`src/rtl/spi_slave_pkg.sv`:
```
// Shared types and constants for the SPI slave front end.
// Used by spi_slave, spi_tx_ser and spi_slave_if.
package spi_slave_pkg;

  localparam int FRAME_BITS = 10;
  localparam int DATA_BITS  = 8;

  localparam logic [1:0] OP_WR_ADDR = 2'b00;
  localparam logic [1:0] OP_WR_DATA = 2'b01;
  localparam logic [1:0] OP_RD_ADDR = 2'b10;
  localparam logic [1:0] OP_RD_DATA = 2'b11;

  typedef enum logic [2:0] {
    IDLE,
    CHK_CMD,
    WRITE,
    READ_ADD,
    READ_DATA
  } spi_state_t;

  // Progress inside a word state: receiving, waiting on the RAM, serializing, done.
  typedef enum logic [1:0] {
    PH_RX,
    PH_WAIT,
    PH_SHIFT,
    PH_HOLD
  } phase_t;

endpackage

```
`src/rtl/spi_slave_if.sv`:
```
// SPI pins plus the RAM-side word/byte handshake of the SPI slave.
// slave modport is the spi_slave view; master is the SPI master + RAM view.
interface spi_slave_if;
  import spi_slave_pkg::*;

  logic                  SS_n;
  logic                  MOSI;
  logic                  MISO;
  logic [FRAME_BITS-1:0] rx_data;
  logic                  rx_valid;
  logic [DATA_BITS-1:0]  tx_data;
  logic                  tx_valid;
  logic                  err;

  modport slave (
    input  SS_n, MOSI, tx_data, tx_valid,
    output MISO, rx_data, rx_valid, err
  );

  modport master (
    output SS_n, MOSI, tx_data, tx_valid,
    input  MISO, rx_data, rx_valid, err
  );

endinterface

```
`src/rtl/spi_tx_ser.sv`:
```
// MSB-first byte serializer for MISO: load captures a byte and drives bit 7,
// then one bit per cycle; done pulses once MISO has returned to 0.
module spi_tx_ser
  import spi_slave_pkg::*;
(
  input  logic                 clk,
  input  logic                 rst,
  input  logic                 load,
  input  logic [DATA_BITS-1:0] data,
  input  logic                 abort,
  output logic                 miso,
  output logic                 done
);

  logic [DATA_BITS-1:0] shreg;
  logic [2:0]           cnt;
  logic                 busy;

  // NOTE: sequential state uses non-blocking assignments so every register
  // samples pre-edge values regardless of statement order.
  always_ff @(posedge clk) begin
    if (rst) begin
      shreg <= '0;
      cnt   <= '0;
      busy  <= 1'b0;
      miso  <= 1'b0;
      done  <= 1'b0;
    end else begin
      done <= 1'b0;
      if (abort) begin
        busy <= 1'b0;
        cnt  <= '0;
        miso <= 1'b0;
      end else if (load) begin
        shreg <= {data[DATA_BITS-2:0], 1'b0};
        miso  <= data[DATA_BITS-1];
        cnt   <= '0;
        busy  <= 1'b1;
      end else if (busy) begin
        if (cnt == 3'(DATA_BITS - 1)) begin
          miso <= 1'b0;
          busy <= 1'b0;
          done <= 1'b1;
        end else begin
          miso  <= shreg[DATA_BITS-1];
          shreg <= {shreg[DATA_BITS-2:0], 1'b0};
          cnt   <= cnt + 3'd1;
        end
      end
    end
  end

endmodule

```
`src/rtl/spi_slave.sv`:
```
// SPI slave front end for the single-port RAM: assembles 10-bit words from
// MOSI, strobes rx_valid, and serializes the RAM read byte on MISO.
// Optional read timeout with sticky err: define SPI_SLAVE_TIMEOUT_EN.
module spi_slave
  import spi_slave_pkg::*;
#(
  parameter int TX_TIMEOUT = 32
) (
  input  logic        clk,
  input  logic        rst,
  spi_slave_if.slave  bus
);

  spi_state_t            state;
  phase_t                phase;
  logic [3:0]            bit_cnt;
  logic [FRAME_BITS-1:0] rx_data;
  logic                  rx_valid;
  logic                  rd_addr_seen;
  logic                  err_q;
  logic                  ser_load;
  logic                  ser_done;
  logic                  miso;

`ifdef SPI_SLAVE_TIMEOUT_EN
  localparam int WAIT_W = (TX_TIMEOUT > 2) ? $clog2(TX_TIMEOUT) : 1;
  logic [WAIT_W-1:0] wait_cnt;
`else
  localparam int unused_tx_timeout = TX_TIMEOUT;
`endif

  // A reply is accepted only in the wait window of an active read-data frame.
  assign ser_load = (state == READ_DATA) && (phase == PH_WAIT) &&
                    bus.tx_valid && !bus.SS_n;

  always_ff @(posedge clk) begin
    if (rst) begin
      state        <= IDLE;
      phase        <= PH_RX;
      bit_cnt      <= '0;
      rx_data      <= '0;
      rx_valid     <= 1'b0;
      rd_addr_seen <= 1'b0;
      err_q        <= 1'b0;
`ifdef SPI_SLAVE_TIMEOUT_EN
      wait_cnt     <= '0;
`endif
    end else begin
      rx_valid <= 1'b0;
      if (state != IDLE && bus.SS_n) begin
        state   <= IDLE;
        phase   <= PH_RX;
        bit_cnt <= '0;
      end else begin
        case (state)
          IDLE: begin
            if (!bus.SS_n) begin
              state   <= CHK_CMD;
              phase   <= PH_RX;
              bit_cnt <= '0;
            end
          end
          CHK_CMD: begin
            if (!bus.MOSI)          state <= WRITE;
            else if (!rd_addr_seen) state <= READ_ADD;
            else                    state <= READ_DATA;
          end
          WRITE, READ_ADD, READ_DATA: begin
            case (phase)
              PH_RX: begin
                rx_data <= {rx_data[FRAME_BITS-2:0], bus.MOSI};
                if (bit_cnt == 4'(FRAME_BITS - 1)) begin
                  rx_valid <= 1'b1;
                  bit_cnt  <= '0;
                  if (state == READ_DATA) begin
                    rd_addr_seen <= 1'b0;
                    phase        <= PH_WAIT;
`ifdef SPI_SLAVE_TIMEOUT_EN
                    wait_cnt     <= '0;
`endif
                  end else begin
                    if (state == READ_ADD) rd_addr_seen <= 1'b1;
                    phase <= PH_HOLD;
                  end
                end else begin
                  bit_cnt <= bit_cnt + 4'd1;
                end
              end
              PH_WAIT: begin
                if (bus.tx_valid) begin
                  phase <= PH_SHIFT;
                end
`ifdef SPI_SLAVE_TIMEOUT_EN
                else if (wait_cnt == WAIT_W'(TX_TIMEOUT - 1)) begin
                  err_q        <= 1'b1;
                  rd_addr_seen <= 1'b0;
                  phase        <= PH_HOLD;
                end else begin
                  wait_cnt <= wait_cnt + 1'b1;
                end
`endif
              end
              PH_SHIFT: begin
                if (ser_done) phase <= PH_HOLD;
              end
              default: ;
            endcase
          end
          default: state <= IDLE;
        endcase
      end
    end
  end

  spi_tx_ser u_tx_ser (
    .clk   (clk),
    .rst   (rst),
    .load  (ser_load),
    .data  (bus.tx_data),
    .abort (bus.SS_n),
    .miso  (miso),
    .done  (ser_done)
  );

  assign bus.MISO     = miso;
  assign bus.rx_data  = rx_data;
  assign bus.rx_valid = rx_valid;
  assign bus.err      = err_q;

endmodule

```
`src/flat_wrapper.sv`:
```
// flat-port wrapper written by rule: the top's interface ports become plain ports
module spi_slave_flat import spi_slave_pkg::*;
#(
  parameter int TX_TIMEOUT = 32
)
  (clk, rst, bus_SS_n, bus_MOSI, bus_tx_data, bus_tx_valid, bus_MISO, bus_rx_data, bus_rx_valid, bus_err);
  spi_slave_if bus_i ();
  input  logic clk;
  input  logic rst;
  input wire logic [$bits(bus_i.SS_n)-1:0] bus_SS_n;
  input wire logic [$bits(bus_i.MOSI)-1:0] bus_MOSI;
  input wire logic [$bits(bus_i.tx_data)-1:0] bus_tx_data;
  input wire logic [$bits(bus_i.tx_valid)-1:0] bus_tx_valid;
  output wire logic [$bits(bus_i.MISO)-1:0] bus_MISO;
  output wire logic [$bits(bus_i.rx_data)-1:0] bus_rx_data;
  output wire logic [$bits(bus_i.rx_valid)-1:0] bus_rx_valid;
  output wire logic [$bits(bus_i.err)-1:0] bus_err;
  assign bus_i.SS_n = bus_SS_n;
  assign bus_i.MOSI = bus_MOSI;
  assign bus_i.tx_data = bus_tx_data;
  assign bus_i.tx_valid = bus_tx_valid;
  assign bus_MISO = bus_i.MISO;
  assign bus_rx_data = bus_i.rx_data;
  assign bus_rx_valid = bus_i.rx_valid;
  assign bus_err = bus_i.err;
  spi_slave #(.TX_TIMEOUT(TX_TIMEOUT)) u_core (.clk(clk), .rst(rst), .bus(bus_i));
endmodule
```
`config.mk`:
```
export PLATFORM = sky130hd
export DESIGN_NAME = spi_slave_flat
export DESIGN_NICKNAME = d
export VERILOG_FILES = /design/src/rtl/spi_slave_pkg.sv /design/src/rtl/spi_slave_if.sv /design/src/rtl/spi_tx_ser.sv /design/src/rtl/spi_slave.sv /design/src/flat_wrapper.sv
export SDC_FILE = /design/constraint.sdc
export NUM_CORES = 1
export LEC_CHECK = 0
export CAP_MARGIN = 10
export CORE_ASPECT_RATIO = 1.25
export CORE_MARGIN = 4
export CORE_UTILIZATION = 52
export CTS_BUF_LIST = sky130_fd_sc_hd__clkbuf_2
export CTS_CLUSTER_SIZE = 20
export DETAILED_ROUTE_END_ITERATION = 7
export PLACE_DENSITY = 0.77
export SYNTH_ARGS = -nofsm -noshare
export SYNTH_HDL_FRONTEND = slang
export SYNTH_HIERARCHICAL = 1
export SYNTH_SLANG_ARGS = --single-unit
```
`constraint.sdc`:
```
create_clock -name clk -period 3 [get_ports clk]
set_clock_uncertainty 0.15 [all_clocks]
set_input_delay 0.45 -clock clk [delete_from_list [all_inputs] [get_ports clk]]
set_output_delay 0.45 -clock clk [all_outputs]
set_load 0.005 [all_outputs]
```
==> results.toml, run 1 <==
[outcome]
status = "complete, no violations"

[synth]
synth_area_um2 = 1780
synth.distinct_cells = 47
synth.area.top_cells = "dfxtp_1, mux2i_1, a211oi_1"
ys_seq_elements = 34
synth.avg_cell_area_um2 = 9.36
synthCells = 190
syn_nets = 210
yosysWarnings = 6
ys_seq_area_share_pct = 38.3
synth_top_area_share_pct = 38.3
synth_area_leader_cell = "dfxtp_1"

[clock_network]
cts_hold_buffers = 0
cts_root_buffer = "clkbuf_2"
cts_buffer_depth = 2
cts_buffers = 5
cts_tree = "yes"
post_cts_buffers = 0
h-tree-depth = 2
cts.sinks = 34
clkLatencyLatePin_ns = 0.36
clk_pin_slew_ns = 0.17
post_cts_resized = 0

[setup_path]
worstSetupEndpointType = "flip-flop"
reg2reg_slack_ns = 0.56
crit_arrival_ns = 2.56
critPathRequiredTime_ns = 3.12
path_class = "reg -> reg"
cp_max_fo = 11
start_kind = "flip-flop"

[drt]
totalWireLength_um = 3600
first_pass_iters = 4
drtAntennaViolNets = 0
wl_per_cell_um = 14.4
drt_iter0_markers = 40
via_count = 1449
drc = 0
vias_per_cell = 5.80

[placed_design]
io_buffer_count = 24
placed_area_um2 = 2010
gp_congestion = 0.814
hpwl_um = 2760

[grt]
grt_usage_pct = 18.5
grt_pass1_vias = 1419
grt_pass1_wl_um = 6190
grt_max_degree = 20
antenna_found_initial = 0
grt_overflow = 0

[pwr]
power.total_mw = 0.743
power_density_nw_per_um2 = 362
leakage_nw = 0.800
max-vdd-ir-drop_v = 0.000243

[final_layout]
area_growth_syn_to_layout_pct = 15.3
drive_above_1_share_pct = 12.2
num_antenna_cells = 0
nNetsFinal = 232
final_cell_mix = "dfxtp_1, clkdlybuf4s50_1, nor2_1"
fin_area_um2 = 2050
final_common_cell = "dfxtp_1"

[timing]
slew_violations = 0
setup_tns_ns = 0
period_minus_slack_ns = 2.44
final_hold_viol_count = 0
min_period_over_period_pct = 81.2
finalSetupViolCount = 0
rsz0062_at_grt = "no"
max_freq_ghz = 0.411

[floorplanning]
start_util_pct = 54.7
core_um2 = 3250
die_area_um2 = 4430
rows = 23
die_x_um = 60.3
io_pins = 26
dieHeight_um = 73.4

[job]
max-cap-violations = 0

[hold_path]
hold_class = "reg -> reg"
where the power goes:
part	leakage (nW)	total [mW]	switching, mW	internal (mW)
clock	0.0264	0.201	0.148	0.0532
combinational	0.499	0.0781	0.0405	0.0377
sequential	0.274	0.464	0.00807	0.455
total	0.800	0.743	0.197	0.546
synth_stat cells (all sizes together):
| cell type | instances |
|---|---|
| nor3 | 4 |
| nor4 | 3 |
| a21o | 1 |
| a211o | 1 |
| conb | 1 |
| or2 | 1 |
| a2111o | 1 |
| mux2i | 13 |
| o31a | 1 |
| or4 | 1 |
| ha | 7 |
| a31oi | 2 |
| a2bb2oi | 1 |
| or3 | 3 |
| nor2b | 3 |
| buf | 8 |
| xnor2 | 1 |
| and3b | 1 |
| and4b | 1 |
| nand2 | 7 |
| a21oi | 8 |
| o21ai | 6 |
| nand3 | 1 |
| mux2 | 7 |
| o2bb2a | 1 |
| nand2b | 3 |
| a31o | 1 |
| nand3b | 2 |
| nor3b | 2 |
| inv | 14 |
| a32o | 2 |
| o22ai | 1 |
| nand4b | 1 |
| clkbuf | 5 |
| nor4b | 2 |
| nor2 | 22 |
| dfxtp | 34 |
| and2b | 2 |
| a211oi | 15 |
registers in the layout, indices dropped and copies added, names as in the netlist:
name                   flops
u_core/u_tx_ser/miso       1
u_core/phase               2
u_core/u_tx_ser/shreg      7
u_core/rd_addr_seen        1
u_core/u_tx_ser/cnt        3
u_core/bit_cnt             4
u_core/u_tx_ser/busy       1
u_core/state               3
u_core/u_tx_ser/done       1
u_core/bus.rx_valid        1
u_core/bus.rx_data        10
per-stage QoR:
step                      util [%]  setup WS [ns]  cells  hold WS [ns]
after floorplan                  -           1.07    190         0.281
after global placement        61.8          0.651    242         0.295
after detailed placement      61.8          0.597    242         0.299
after CTS                     63.1          0.592    250         0.321
after global routing          63.1          0.407    250         0.363
final                         63.1          0.564    250         0.320
final cells by class:
type	count	area (µm²)
Clock buffer	5	25.0
Clock inverter	3	16.3
Fill cell	294	1200
Inverter	14	52.6
Multi-Input combinational cell	129	961
Sequential cell	34	681
Tap cell	37	46.3
Timing Repair Buffer	28	270
critical path, stage by stage (launching register included):
cell	delay, ns
dfxtp_1	0.58
nor3b_4	0.25
buf_4	0.18
and4b_1	0.40
inv_1	0.25
a21o_4	0.29
a211oi_1	0.27
logic make-up after synthesis:
group	count (synthesis)	synth area share [%]
compound gates	41	16.7
buf+inv	27	7.74
xor+xnor	1	0.492
mux	20	11.7
flops	34	38.3
other cells	1	0.211
simple gates	59	19.9
fa+ha+maj	7	4.92
metal layers:
metal  GRT usage [%]  wire [µm]  vias up
met1            19.8       1430      694
li1                -          -      720
met3            3.51        160        6
met4            8.87         50        0
met5               0          0        -
met2            33.5       1960       29
worst paths after layout:
path,end,start,cells after the start
worst min register to register,u_core/u_tx_ser/shreg[6],u_core/u_tx_ser/shreg[6],2
worst min-delay path,u_core/u_tx_ser/shreg[6],u_core/u_tx_ser/shreg[6],2
worst max-delay path,u_core/u_tx_ser/shreg[2],u_core/state[2],6
worst max register to register,u_core/u_tx_ser/shreg[2],u_core/state[2],6
(Power assumes the default switching activity.)
==> run 2, diff against run 1 <==
==> constraint.sdc (replaced) <==
create_clock -name clk -period 2.51 [get_ports clk]
set_clock_uncertainty 0.15 [all_clocks]
set_input_delay 0.3765 -clock clk [delete_from_list [all_inputs] [get_ports clk]]
set_output_delay 0.3765 -clock clk [all_outputs]
set_load 0.005 [all_outputs]
==> run 2 against run 1 <==
Compared with the run above: routed wire length decreased by 3.6%; final area is 1.6% higher; clock power rose by 73%; flip-flop and latch count unchanged; via count fell by 0.97%; critical endpoint is now u_core/u_tx_ser/shreg[7]; highest routed layer unchanged.
==> results.toml, run 2 (synthesis results as in run 1) <==
[setup_path]
r2r-start = "u_core/state[1]"
r2r-end = "u_core/u_tx_ser/shreg[7]"
start_kind = "flip-flop"
crit_arrival_ns = 2.36
path_class = "reg -> reg"
reg2reg_slack_ns = 0.27
r2r_cells = 5
cp_max_fo = 12
worstSetupEndpointType = "flip-flop"
critPathRequiredTime_ns = 2.63

[timing]
min_period_over_period_pct = 89.4
period_minus_slack_ns = 2.24
setup_slack_ns = 0.266
rsz0062_at_grt = "no"
finalSetupViolCount = 0
hold_slack_ns = 0.330
max_freq_ghz = 0.446
slew_violations = 0
setup_tns_ns = 0
final_hold_viol_count = 0

[floorplanning]
start_util_pct = 54.7
rows = 23
dieHeight_um = 73.4
die_x_um = 60.3
core_um2 = 3250
die_area_um2 = 4430
io_pins = 26

[placed_design]
io_buffer_count = 24
placed_area_um2 = 2020
gp_congestion = 0.794
hpwl_um = 2640
dp_slack_ns = 0.162

[final_layout]
final_common_cell = "dfxtp_1"
area_growth_syn_to_layout_pct = 17.2
largest_register_ffs = 10
top_register = "u_core/bus.rx_data"
num_antenna_cells = 0
reg_top3 = "u_core/bus.rx_data: 10 flops, u_core/u_tx_ser/shreg: 7 flops, u_core/bit_cnt: 4 flops"
fin_area_um2 = 2080
nNetsFinal = 233
seq_area_um2 = 682
fillCellCount = 277
multiInputGateArea_um2 = 961
drive_above_1_share_pct = 13.6
final_cell_mix = "dfxtp_1, clkdlybuf4s50_1, nor2_1"

[drt]
drtAntennaViolNets = 0
drt_iter0_markers = 46
vias_per_cell = 5.72
via_count = 1435
wl_per_cell_um = 13.8
first_pass_iters = 4
totalWireLength_um = 3470
drc = 0

[pwr]
sequentialPowerShare_pct = 55.5
power_density_nw_per_um2 = 479
p_clk_share_pct = 34.8
internal_power_mw = 0.757
comb_power_share_pct = 9.7
switching_power_mw = 0.241
swShare_pct = 24.1
power.total_mw = 0.998
leakage_nw = 0.822
max-vdd-ir-drop_v = 0.000472

[clock_network]
cts.sinks = 34
cts_buffer_depth = 2
h-tree-depth = 2
cts_tree = "yes"
cts_hold_buffers = 0
post_cts_buffers = 0
cts_buffers = 5
cts_root_buffer = "clkbuf_2"
clkLatencyLatePin_ns = 0.36
clk_pin_slew_ns = 0.17

[grt]
grt_max_degree = 23
grt_pass1_wl_um = 6130
antenna_found_initial = 0
grt_overflow = 0
grt_pass1_vias = 1406
grt_usage_pct = 17.8

[hold_path]
hold_class = "reg -> reg"
holdCritStartpoint = "u_core/u_tx_ser/shreg[6]"
whs_endpoint = "u_core/u_tx_ser/shreg[6]"
holdPathStages = 2

[outcome]
status = "complete, no violations"

[job]
max-cap-violations = 0
[run 2: how the worst max path moves through the flow]
stage | from | end | slack (ns) | cells after the start
4_1_cts | u_core/state[2] | u_core/u_tx_ser/shreg[7] | 0.18 | 5
3_3_place_gp | bus_SS_n | u_core/u_tx_ser/shreg[1] | 0.24 | 5
6_report | u_core/state[1] | u_core/u_tx_ser/shreg[7] | 0.27 | 5
2_1_floorplan | u_core/state[0] | u_core/u_tx_ser/shreg[2] | 0.58 | 7
5_1_grt | u_core/state[1] | u_core/u_tx_ser/shreg[7] | 0.10 | 5
3_5_place_dp | bus_tx_valid | u_core/u_tx_ser/shreg[7] | 0.16 | 5
[run 2: layout make-up]
| type | instances | share of cell area, % |
|---|---|---|
| Tap cell | 37 | 2.22 |
| Clock buffer | 5 | 1.20 |
| Sequential cell | 34 | 32.7 |
| Multi-Input combinational cell | 129 | 46.1 |
| Inverter | 14 | 2.52 |
| Timing Repair Buffer | 29 | 13.3 |
| Clock inverter | 3 | 1.92 |
[run 2: repair_timing]
| action | in CTS | in global routing |
|---|---|---|
| endpoints found under the hold margin | 0 | 0 |
| endpoints found under the setup margin | 0 | 1 |
| resized for setup | 0 | 1 |
[run 2: critical path: stages (launching register included)]
cell      delay (ns)
dfxtp_1         0.49
nor3b_4         0.25
and4b_1         0.40
inv_1           0.24
a21o_4          0.29
a211oi_1        0.31
[run 2: metrics by stage]
step	cells	utilization, %
2_1_floorplan	190	-
3_3_place_gp	243	62.1
3_5_place_dp	243	62.1
4_1_cts	251	64.1
5_1_grt	251	64.1
6_report	251	64.1
[run 2: power by group through the flow]
stage	Clock, mW	Sequential [mW]	Combinational, mW
after floorplan	0	0.560	0.0684
after detailed placement	0	0.565	0.0964
after global routing	0.383	0.556	0.107
after global placement	0	0.565	0.0937
after CTS	0.356	0.554	0.0976
final	0.347	0.554	0.0972
[run 2: layer usage]
layer | global-route usage (%) | share of wire, % | vias up
met5 | 0 | 0 | -
met4 | 6.16 | 1.6 | 0
met3 | 5.10 | 6.0 | 6
met2 | 30.5 | 52 | 35
met1 | 20.8 | 41 | 673
li1 | - | - | 721
==> RTL change, RTL diff (settings of run 2) <==
The 5 states of `spi_state_t` get a Gray code encoding in 3 bits.
--- a/src/rtl/spi_slave_pkg.sv
+++ b/src/rtl/spi_slave_pkg.sv
@@ -11,11 +11,11 @@
   localparam logic [1:0] OP_RD_DATA = 2'b11;
 
   typedef enum logic [2:0] {
-    IDLE,
-    CHK_CMD,
-    WRITE,
-    READ_ADD,
-    READ_DATA
+    IDLE      = 3'b000,
+    CHK_CMD   = 3'b001,
+    WRITE     = 3'b011,
+    READ_ADD  = 3'b010,
+    READ_DATA = 3'b110
   } spi_state_t;
 
   // Progress inside a word state: receiving, waiting on the RAM, serializing, done.
Behaviour: same outputs for any inputs over 10 cycles, from zero or initial values and one cycle with rst high; not proved beyond that.
==> RTL change against run 2 <==
Combinational power shrank 16%; total power decreased by 0.99%; maximum frequency is 1.0% lower; routed wire length increased by 8.4%; area after synthesis shrank 3.1%; setup slack worse by 23 ps; hold slack worse by 1.0 ps; clock power is 2% higher; sequential cell count stayed put; design area fell by 2.6%; largest power group unchanged.
==> RTL change: results (changes against run 2) <==
layout cells sized above 1 0.139 (+0.00391); RR Startpoint u_core/phase[1]; cell count of the worst reg-to-reg path 8 (+3); met3 usage 0.0587 (+0.00775); 1st-iter DRT viols 103 (+120%); M1 WL 1520 µm (+7.9%); outcome complete, no violations; min-delay src u_core/u_tx_ser/shreg[3]; Yosys cell types 49 (+4.3%); Seq/Total Area, Yosys 0.395 (+0.0122); met2 routed WL 1970 µm (+9.6%); metal3 WL 216 µm (+3.3%); placed cells 237 (-2.5%); WHS Endpoint u_core/u_tx_ser/shreg[3]; FMAX 441 MHz (-1.0%); CP Max Fanout 11 (-1); Area contributors post-synth dfxtp_1 (39%), mux2i_1 (7.5%), a211oi_1 (6.1%); slowest cell delay on critical path 360 ps (-130 ps); WHS 329 ps (-1.00 ps); syn nets 206 (-1.9%); Cell Area, Placed 1970 µm² (-2.6%); gpl congestion 0.889 (+12%); largest net degree at the start of global routing 22 (-4.3%); NetSw 0.225 mW (-6.5%); Overall Global Routing Usage 0.196 (+0.0172); HPWL after detailed placement 2690 µm (+1.6%); Post-Syn Area per Cell 9.27 µm² (-1.0%); Clock power frac 0.357 (+0.009); Top Family by Delay on Critical Path compound AO/OA/AOI/OAI gates; DP Worst Slack 158 ps (-3.70 ps); Post-synth top cells dfxtp_1 (34), nor2_1 (21), inv_1 (15), a211oi_1 (14), mux2i_1 (13); reg2reg setup slack 240 ps (-20 ps); post-DR wirelength/cell 15.4 µm (+11%); DR vias/cell 5.90 (+3.2%); GR Util met2 0.330 (+0.0252); worst vdd ir 374 µV (-21%); Cell Int Power 0.763 mW (+0.77%); met1 Use GR 0.224 (+0.0160); Worst setup endpoint u_core/u_tx_ser/shreg[2]
[RTL change: cell count changes after synthesis, moves of 2 or more]
cell	change
a21oi_1	-4
a32o_1	-2
nand2_1	-2
nor4_1	+2
or3_1	-3
or4_1	+2
[RTL change: logic make-up (layout without fill, tap and decap cells)]
group / Yosys count / count (layout) / share of synthesized area
simple gates: 57 / 57 / 0.188
compound gates: 36 / 36 / 0.156
flops: 34 / 34 / 0.395
buf+inv: 30 / 52 / 0.0820
mux: 20 / 20 / 0.121
fa+ha+maj: 7 / 7 / 0.0508
other cells: 1 / 1 / 0.00217
xor+xnor: 1 / 1 / 0.00508
[RTL change: layout make-up]
cell class / instances / area share
clock buffer: 7 / 0.0173
clock inverter: 1 / 0.0148
inverter: 16 / 0.0296
multi-input combinational: 122 / 0.447
sequential: 34 / 0.335
tap: 37 / 0.0228
timing repair buffer: 28 / 0.133
